==> config.mk <==
export PLATFORM = sky130hd
export DESIGN_NAME = branch_predictor
export DESIGN_NICKNAME = d
export VERILOG_FILES = /design/src/rtl/bp_pkg.sv /design/src/rtl/bp_sat_counter.sv /design/src/rtl/branch_predictor.sv
export SDC_FILE = /design/constraint.sdc
export NUM_CORES = 2
export LEC_CHECK = 0
export BUFFER_PORTS_ARGS = -buffer_cell sky130_fd_sc_hd__clkbuf_2
export CORE_MARGIN = 2
export CORE_UTILIZATION = 40
export DETAILED_ROUTE_END_ITERATION = 10
export HOLD_SLACK_MARGIN = 0.03
export PLACE_DENSITY = 0.57
export SYNTH_ARGS = -nofsm -noshare
export SYNTH_HDL_FRONTEND = slang
export SYNTH_SLANG_ARGS = --single-unit
==> constraint.sdc <==
create_clock -name clk_i -period 4.16 [get_ports clk_i]
set_clock_uncertainty 0.05 [all_clocks]
set_input_delay 0.208 -clock clk_i [delete_from_list [all_inputs] [get_ports clk_i]]
set_output_delay 0.208 -clock clk_i [all_outputs]
set_load 0.01 [all_outputs]
==> src/rtl/bp_pkg.sv <==
`default_nettype none
// ============================================================================
// Module      : bp_pkg
// Description : Shared types, counter encodings and address-split helpers
//               for the dynamic branch predictor.
// Revision    : 1.0 - initial release
// ============================================================================
package bp_pkg;

  // Default configuration, matching the top-level parameter defaults.
  localparam int BP_ADDR_W  = 32;
  localparam int BP_ENTRIES = 16;
  localparam int BP_CTR_W   = 2;
  localparam int BP_IDX_W   = $clog2(BP_ENTRIES);
  localparam int BP_TAG_W   = BP_ADDR_W - 2 - BP_IDX_W;

  // Direction counter encodings for a 2-bit counter.
  typedef enum logic [1:0] {
    SNT = 2'b00,
    WNT = 2'b01,
    WT  = 2'b10,
    ST  = 2'b11
  } ctr2_e;

  // One BTB entry in the default configuration. The top re-declares the same
  // layout at its own parameterised widths.
  typedef struct packed {
    logic                  valid;
    logic [BP_TAG_W-1:0]   tag;
    logic [BP_ADDR_W-3:0]  target;
    logic [BP_CTR_W-1:0]   ctr;
  } bp_entry_t;

  // Counter value after reset: weakly not-taken.
  function automatic int ctr_reset_val(input int ctr_w);
    return (1 << (ctr_w - 1)) - 1;
  endfunction

  // Counter value for a freshly allocated entry: weakly taken.
  function automatic int ctr_alloc_val(input int ctr_w);
    return 1 << (ctr_w - 1);
  endfunction

  // Lowest PC bit of the index field (bits [1:0] are the byte offset).
  function automatic int idx_lsb();
    return 2;
  endfunction

  // Lowest PC bit of the tag field.
  function automatic int tag_lsb(input int idx_w);
    return idx_w + 2;
  endfunction

  // Tag width left over once byte offset and index are removed.
  function automatic int tag_width(input int addr_w, input int idx_w);
    return addr_w - 2 - idx_w;
  endfunction

endpackage
`default_nettype wire

==> src/rtl/bp_sat_counter.sv <==
`default_nettype none
// ============================================================================
// Module      : bp_sat_counter
// Description : Next-value logic for a saturating up/down direction counter.
// Revision    : 1.0 - initial release
// ============================================================================
module bp_sat_counter #(
  parameter int CTR_W = 2
) (
  input  logic [CTR_W-1:0] cur,
  input  logic             inc,
  input  logic             en,
  output logic [CTR_W-1:0] nxt
);

  localparam logic [CTR_W-1:0] CTR_MAX = {CTR_W{1'b1}};
  localparam logic [CTR_W-1:0] CTR_MIN = {CTR_W{1'b0}};

  // Step towards taken or not-taken, holding at either end of the range.
  always_comb begin
    nxt = cur;
    if (en) begin
      if (inc) begin
        if (cur != CTR_MAX) nxt = cur + CTR_W'(1);
      end else begin
        if (cur != CTR_MIN) nxt = cur - CTR_W'(1);
      end
    end
  end

endmodule
`default_nettype wire

==> src/rtl/branch_predictor.sv <==
`default_nettype none
// ============================================================================
// Module      : branch_predictor
// Description : Direct-mapped BTB with per-entry saturating direction
//               counters. Combinational lookup for IF, registered update
//               from ID, plus lookup and mispredict performance counters.
// Revision    : 1.0 - initial release
// ============================================================================
module branch_predictor
  import bp_pkg::*;
#(
  parameter int ADDR_W  = 32,
  parameter int ENTRIES = 16,
  parameter int CTR_W   = 2,
  parameter int CNT_W   = 16
) (
  input  logic              clk_i,
  input  logic              rst_i,
  input  logic              lookup_valid_i,
  input  logic [ADDR_W-1:0] pc_i,
  output logic              hit_o,
  output logic              pred_taken_o,
  output logic [ADDR_W-1:0] next_pc_o,
  input  logic              upd_valid_i,
  input  logic [ADDR_W-1:0] upd_pc_i,
  input  logic              upd_taken_i,
  input  logic [ADDR_W-1:0] upd_target_i,
  input  logic              upd_mispred_i,
  input  logic              flush_all_i,
  output logic [CNT_W-1:0]  lookup_cnt_o,
  output logic [CNT_W-1:0]  mispred_cnt_o
);

  localparam int IDX_W   = $clog2(ENTRIES);
  localparam int TAG_W   = tag_width(ADDR_W, IDX_W);
  localparam int IDX_LSB = idx_lsb();
  localparam int TAG_LSB = tag_lsb(IDX_W);

  localparam logic [CTR_W-1:0] CTR_RESET = CTR_W'(ctr_reset_val(CTR_W));
  localparam logic [CTR_W-1:0] CTR_ALLOC = CTR_W'(ctr_alloc_val(CTR_W));

  typedef struct packed {
    logic              valid;
    logic [TAG_W-1:0]  tag;
    logic [ADDR_W-3:0] target;
    logic [CTR_W-1:0]  ctr;
  } entry_t;

  entry_t             table_q [ENTRIES];
  logic [CNT_W-1:0]   lookup_cnt_q;
  logic [CNT_W-1:0]   mispred_cnt_q;

  // Lookup side
  logic [IDX_W-1:0]   lk_idx;
  logic [TAG_W-1:0]   lk_tag;
  entry_t             lk_entry;
  logic               lk_hit;
  logic               lk_taken;

  // Update side
  logic [IDX_W-1:0]   upd_idx;
  logic [TAG_W-1:0]   upd_tag;
  entry_t             upd_entry;
  logic               upd_hit;
  logic [CTR_W-1:0]   ctr_next;

  // Byte-offset bits of the update addresses carry no information.
  logic               unused_offset_bits;
  assign unused_offset_bits = ^{upd_pc_i[1:0], upd_target_i[1:0]};

  // Lookup reads the registered table only, so a same-cycle update is not seen.
  assign lk_idx       = pc_i[TAG_LSB-1:IDX_LSB];
  assign lk_tag       = pc_i[ADDR_W-1:TAG_LSB];
  assign lk_entry     = table_q[lk_idx];
  assign lk_hit       = lk_entry.valid && (lk_entry.tag == lk_tag);
  assign lk_taken     = lk_hit && lk_entry.ctr[CTR_W-1];
  assign hit_o        = lk_hit;
  assign pred_taken_o = lk_taken;
  assign next_pc_o    = lk_taken ? {lk_entry.target, 2'b00} : pc_i + ADDR_W'(4);

  assign upd_idx   = upd_pc_i[TAG_LSB-1:IDX_LSB];
  assign upd_tag   = upd_pc_i[ADDR_W-1:TAG_LSB];
  assign upd_entry = table_q[upd_idx];
  assign upd_hit   = upd_entry.valid && (upd_entry.tag == upd_tag);

  bp_sat_counter #(
    .CTR_W (CTR_W)
  ) u_sat_counter (
    .cur (upd_entry.ctr),
    .inc (upd_taken_i),
    .en  (upd_hit),
    .nxt (ctr_next)
  );

  // Table maintenance: reset, then flush, then resolved-branch update.
  always_ff @(posedge clk_i) begin
    if (rst_i) begin
      for (int i = 0; i < ENTRIES; i++) begin
        table_q[i] <= '{valid: 1'b0, tag: '0, target: '0, ctr: CTR_RESET};
      end
    end else if (flush_all_i) begin
      for (int i = 0; i < ENTRIES; i++) begin
        table_q[i].valid <= 1'b0;
      end
    end else if (upd_valid_i) begin
      if (upd_hit) begin
        table_q[upd_idx].ctr <= ctr_next;
        if (upd_taken_i) table_q[upd_idx].target <= upd_target_i[ADDR_W-1:2];
      end else if (upd_taken_i) begin
        table_q[upd_idx] <= '{valid:  1'b1,
                              tag:    upd_tag,
                              target: upd_target_i[ADDR_W-1:2],
                              ctr:    CTR_ALLOC};
      end
    end
  end

  // Free-running performance counters; only reset clears them.
  always_ff @(posedge clk_i) begin
    if (rst_i) begin
      lookup_cnt_q  <= '0;
      mispred_cnt_q <= '0;
    end else begin
      if (lookup_valid_i)              lookup_cnt_q  <= lookup_cnt_q + CNT_W'(1);
      if (upd_valid_i && upd_mispred_i) mispred_cnt_q <= mispred_cnt_q + CNT_W'(1);
    end
  end

  assign lookup_cnt_o  = lookup_cnt_q;
  assign mispred_cnt_o = mispred_cnt_q;

endmodule
`default_nettype wire

# Word level (Yosys, flattened, before mapping)
# Memories as Yosys holds them, arrays and structs flattened.
# Index checks and enable logic that the tools add are counted.
# classes
addsub,5
eq_ne,3
mux,47
n_bitwise,18
n_reduce_logical,6
# ops
op,n
$mux 59,1
$reduce_or 59->1,1
$eq 26x26->1,2
$mux 1,37
$add 16x1->16 const B,2
$add 32x3->32 const B,1
$mux 32,1
$mux 30,1
$or 1x1->1,18
$mux 2,5
$mux 4,2
$logic_and 1x1->1,4
$add 2x1->2 const B,1
$ne 2x2->1 const B,1
$reduce_bool 2->1,1
$sub 2x1->2 const B,1
# totals
regBits,32
mem_bits_rw,944
input_bits,103
wordCells,82
mem_count,1
# mem_list
name,depth,width,read_ports,rd_clocked_by_memory_dff,wr,line,source
table_q,16,59,2,0,16,branch_predictor.sv:49,entry_t table_q [ENTRIES];

# Logic depth before layout (Yosys ltp)
# An unclocked memory read counts as a cell.
# depth
word_depth,11
mapped_depth,16
depth_no_buf,9

# Hierarchy
# A second synthesis with hierarchy kept.
# unflattened
cells_unflattened,3525
area_unflattened_um2,50308.2
# by_module_without_submodules
mod,instances,cells_each,area_per_inst_um2,seq_area_each_um2
branch_predictor,1,3516,50245.7,28827.6
bp_sat_counter,1,9,62.6,0.0

# Worst setup path after synthesis
# OpenSTA, ideal clock, no wires.
# synth_path
kind,input to register
startpoint,input upd_pc_i[3]
endpoint,memory table_q[11][0] (netlist bit) (data pin)
arrival_ps,3116
required_ps,3844
setup_slack_ps,728
cell_stages,13
cell_sequence,buf_6 -> buf_6 -> buf_6 -> buf_4 -> mux2i_1 -> a221oi_1 -> xor2_1 -> o41ai_2 -> nand4b_1 -> nor4_4 -> mux2i_1 -> clkbuf_1 -> or3b_1
# synth_lines
element,line,source
from (decl),branch_predictor.sv:25,"input logic [ADDR_W-1:0] upd_pc_i,"
to (decl),branch_predictor.sv:49,

==> qor.txt <==
Setup Viol. Count Final: 0
non-filler cells, final: 5370
Leakage: 20.32 nW
YS warnings: 0
Slew Limit Headroom: 13.78%
post-layout util: 46.84%
Die Span Y: 355.8 um
Final Instance Area: 57760 um2
Final Critical Period: 4.080 ns
initial antenna violation count: 10
htree depth: 3
max_cap viols: 0
ys async rst share: 0%
hpwl dp: 100.7 mm
final-stage net count: 3748
CTS Buf Count: 108
register clock-pin slew on the reported worst setup and hold paths: 0.06 ns
via/cell ratio: 5.851
wire per inst: 30.66 um
Post-synth EDFFs: 928
Mean Syn Cell Area: 14.56 um2
DRC: 0
Int Power: 17.63 mW
syn_nets: 3506
cell taking the most area after synthesis: edfxtp_1
Seq/Total Area, Yosys: 58.23%
Pre-Repair DR Iteration Count: 5
Detail Route Antenna Nets: 0
Cell Area, Synth: 49510 um2
WP data arrival: 3.82 ns
Storage cell area: 28830 um2
largest net degree at the start of global routing: 85
clock network power share: 40.3%
first-pass GRT wire length: 234.2 mm
Detailed Route WL: 164.6 mm
Peak VDD IR: 0.4292 mV
DRT iter0 DRCs: 3638
Initial Utilization: 40.15%
Post-Place Cells: 5111
CTS tree: yes
status: finished, final reports clean
xor/xnor cell area share of the yosys netlist: 1.911%
largest family of logic cells by synthesized area: multiplexers
net switching power: 5.802 mW
Seq cells post-synth: 976
period utilization: 98.09%
startpoint type of the worst setup path: flop
I/O Buffers: 164
combinational fraction of design power: 11.0%
Synth Area in Compound Gates: 2.634%
Max Fclk: 245.1 MHz
GRT Overall Usage: 25.95%
Tightest Pin Transition: 1.293 ns
GPL Wtd Cong: 0.8702
Clock Tree Buf Depth: 3
final hold violation count: 0
die extent in x: 355.8 um
synth top area cells: edfxtp_1 (56%), mux4_2 (15%), and2_1 (10%)
worst skew pair latency: 0.74 ns
Fill cells: 10860
Ports: 169
number of global-route vias before repair: 31580
simple-gate share of the synthesized area: 15.09%
RSZ-0062 raised after global routing: true
share of cells above drive strength 1: 27.21%
grt ovf: 0
root buffer cell: clkbuf_16
switching part of the total: 24.76%
worst setup margin: 0.07959 ns
Post-Synth Adder-Cell Area: 0.09604%
Synth Instances: 3400
# rows: 129
Clock Sink Count: 976
library cells used by synthesis: 60
critical path class: reg2out
mux share of post-synthesis cell area: 19.04%
Setup crit end kind: output pin
Setup WS pre-CTS: -0.1121 ns
Top FF cell, synth: edfxtp_1
crit path max fanout: 20
top-area cell type share of the netlist area: 56.29%
Core ar.: 123300 um2
Pwr per Cell Area: 405.6 nW/um2
Multi-input gate area: 19530 um2
Die ar.: 126600 um2
vias after detailed routing: 31420
class of the worst hold path: in2reg
Final Slew Violations: 0
synth-to-layout area growth: 16.68%
Worst EP required: 3.90 ns
DP Area: 53620 um2
power share of the sequential group: 48.7%
## synth_stat cells (17+ instances only)
cell,number
nor2_1,91
a21oi_1,53
xor2_1,53
nor4_1,115
a22oi_1,29
nand3_1,30
mux2i_1,169
xnor2_1,55
buf_1,28
nand4_1,18
and2_1,809
nor3_1,22
mux4_2,335
mux2_2,17
clkbuf_1,235
buf_2,54
edfxtp_1,928
nand2_1,60
a21o_1,18
or2_2,34
dfxtp_1,48
## through the flow
stage | power, mW | hold slack, ns | setup TNS (ns)
2_1_floorplan | 12.98 | 0.3056 | 0
3_3_place_gp | 14.07 | 0.3983 | 0
3_5_place_dp | 14.09 | 0.4068 | -5.036
4_1_cts | 23.54 | 0.03369 | 0
5_1_grt | 24.09 | 0.04906 | -0.1325
6_report | 23.43 | 0.06752 | 0
## routing by layer
| layer | vias up | wire [um] | GRT usage (%) |
|---|---|---|---|
| met1 | 16280 | 66520 | 35.04 |
| met2 | 1495 | 77460 | 41.36 |
| met5 | - | 36 | 0 |
| li1 | 13330 | - | - |
| met3 | 303 | 15070 | 6.366 |
| met4 | 6 | 5567 | 8.203 |
## state kept, by name (all words and copies together) (netlist names)
| signal | flops |
|---|---|
| lookup_cnt_o | 16 |
| table_q | 944 |
| mispred_cnt_o | 16 |
## cell usage in the layout, fill, tap and decap left out, types with 11 or more instances in the layout
| cell type | netlist | final |
|---|---|---|
| and3_1 | 15 | 15 |
| clkinv_1 | 5 | 31 |
| nor2_4 | 1 | 17 |
| clkbuf_16 | 0 | 109 |
| nand2_1 | 60 | 60 |
| a22oi_1 | 29 | 29 |
| nor4_1 | 115 | 113 |
| or2_2 | 34 | 34 |
| mux2_2 | 17 | 17 |
| clkbuf_1 | 235 | 22 |
| buf_12 | 0 | 45 |
| xnor2_1 | 55 | 54 |
| and2_1 | 809 | 809 |
| o21bai_1 | 15 | 15 |
| o21ai_0 | 13 | 13 |
| xor2_1 | 53 | 53 |
| buf_4 | 12 | 202 |
| clkbuf_2 | 0 | 151 |
| clkinv_2 | 0 | 22 |
| dfxtp_1 | 48 | 48 |
| dlygate4sd3_1 | 0 | 56 |
| a21oi_1 | 53 | 49 |
| a21o_1 | 18 | 18 |
| or3b_1 | 14 | 14 |
| nand4_1 | 18 | 18 |
| nor2b_1 | 14 | 14 |
| nor2_1 | 91 | 73 |
| or3_1 | 11 | 11 |
| nor3_2 | 0 | 16 |
| mux2i_1 | 169 | 157 |
| edfxtp_1 | 928 | 928 |
| mux4_2 | 335 | 335 |
| nand3_1 | 30 | 28 |
## power groups by stage
stage	combinational [mW]	sequential (mW)	clock [mW]
after floorplan	1.46	11.5	0
after global placement	2.48	11.6	0
after detailed placement	2.48	11.6	0
after CTS	2.54	11.4	9.59
after global routing	2.69	11.5	9.95
final	2.57	11.4	9.45
## worst paths after layout
check | startpoint | end | slack, ns | cells past startpoint
setup reg to reg | table_q[14][39] | table_q[0][1] | 0.25 | 12
hold / removal | upd_pc_i[24] | table_q[13][50] | 0.07 | 2
hold reg to reg | table_q[9][58] | table_q[9][58] | 0.42 | 1
setup / recovery | table_q[12][54] | next_pc_o[10] | 0.08 | 13
## critical path, cell delays in order (launching register included)
cell	delay (ns)
edfxtp_1	0.42
mux4_2	0.51
mux2i_1	0.16
mux2i_1	0.17
xnor2_1	0.19
nand4_1	0.22
nor4_2	0.20
buf_4	0.21
nand4_1	0.12
buf_6	0.17
buf_12	0.17
buf_4	0.16
a21oi_1	0.19
clkbuf_2	0.18
## final cells by class
class                           count  share of cell area (%)
Multi-Input combinational cell   2073                   33.81
Tap cell                         1637                   3.546
Sequential cell                   976                   49.91
Timing Repair Buffer              468                   6.713
Clock inverter                     68                   1.096
Antenna cell                        3                 0.01300
Clock buffer                      130                   4.822
Inverter                           15                 0.09747
## timing repair
action	4_1_cts	5_1_grt
resized for setup	3	30
hold endpoints to repair	840	0
hold buffers	56	0
endpoints found under the setup margin	26	33
pin swaps	0	6
buffers inserted	0	1
cloned	0	1
## logic make-up (layout without fill, tap and decap cells)
logic type / Yosys count / in the layout
XOR/XNOR: 108 / 108
AND/OR/NAND/NOR: 1253 / 1253
flip-flops: 976 / 976
adder cells (fa/ha/maj): 4 / 4
other: 0 / 3
multiplexers: 521 / 521
AO/OA/AOI/OAI: 187 / 187
buffers and inverters: 351 / 681
(Power assumes the default switching activity.)
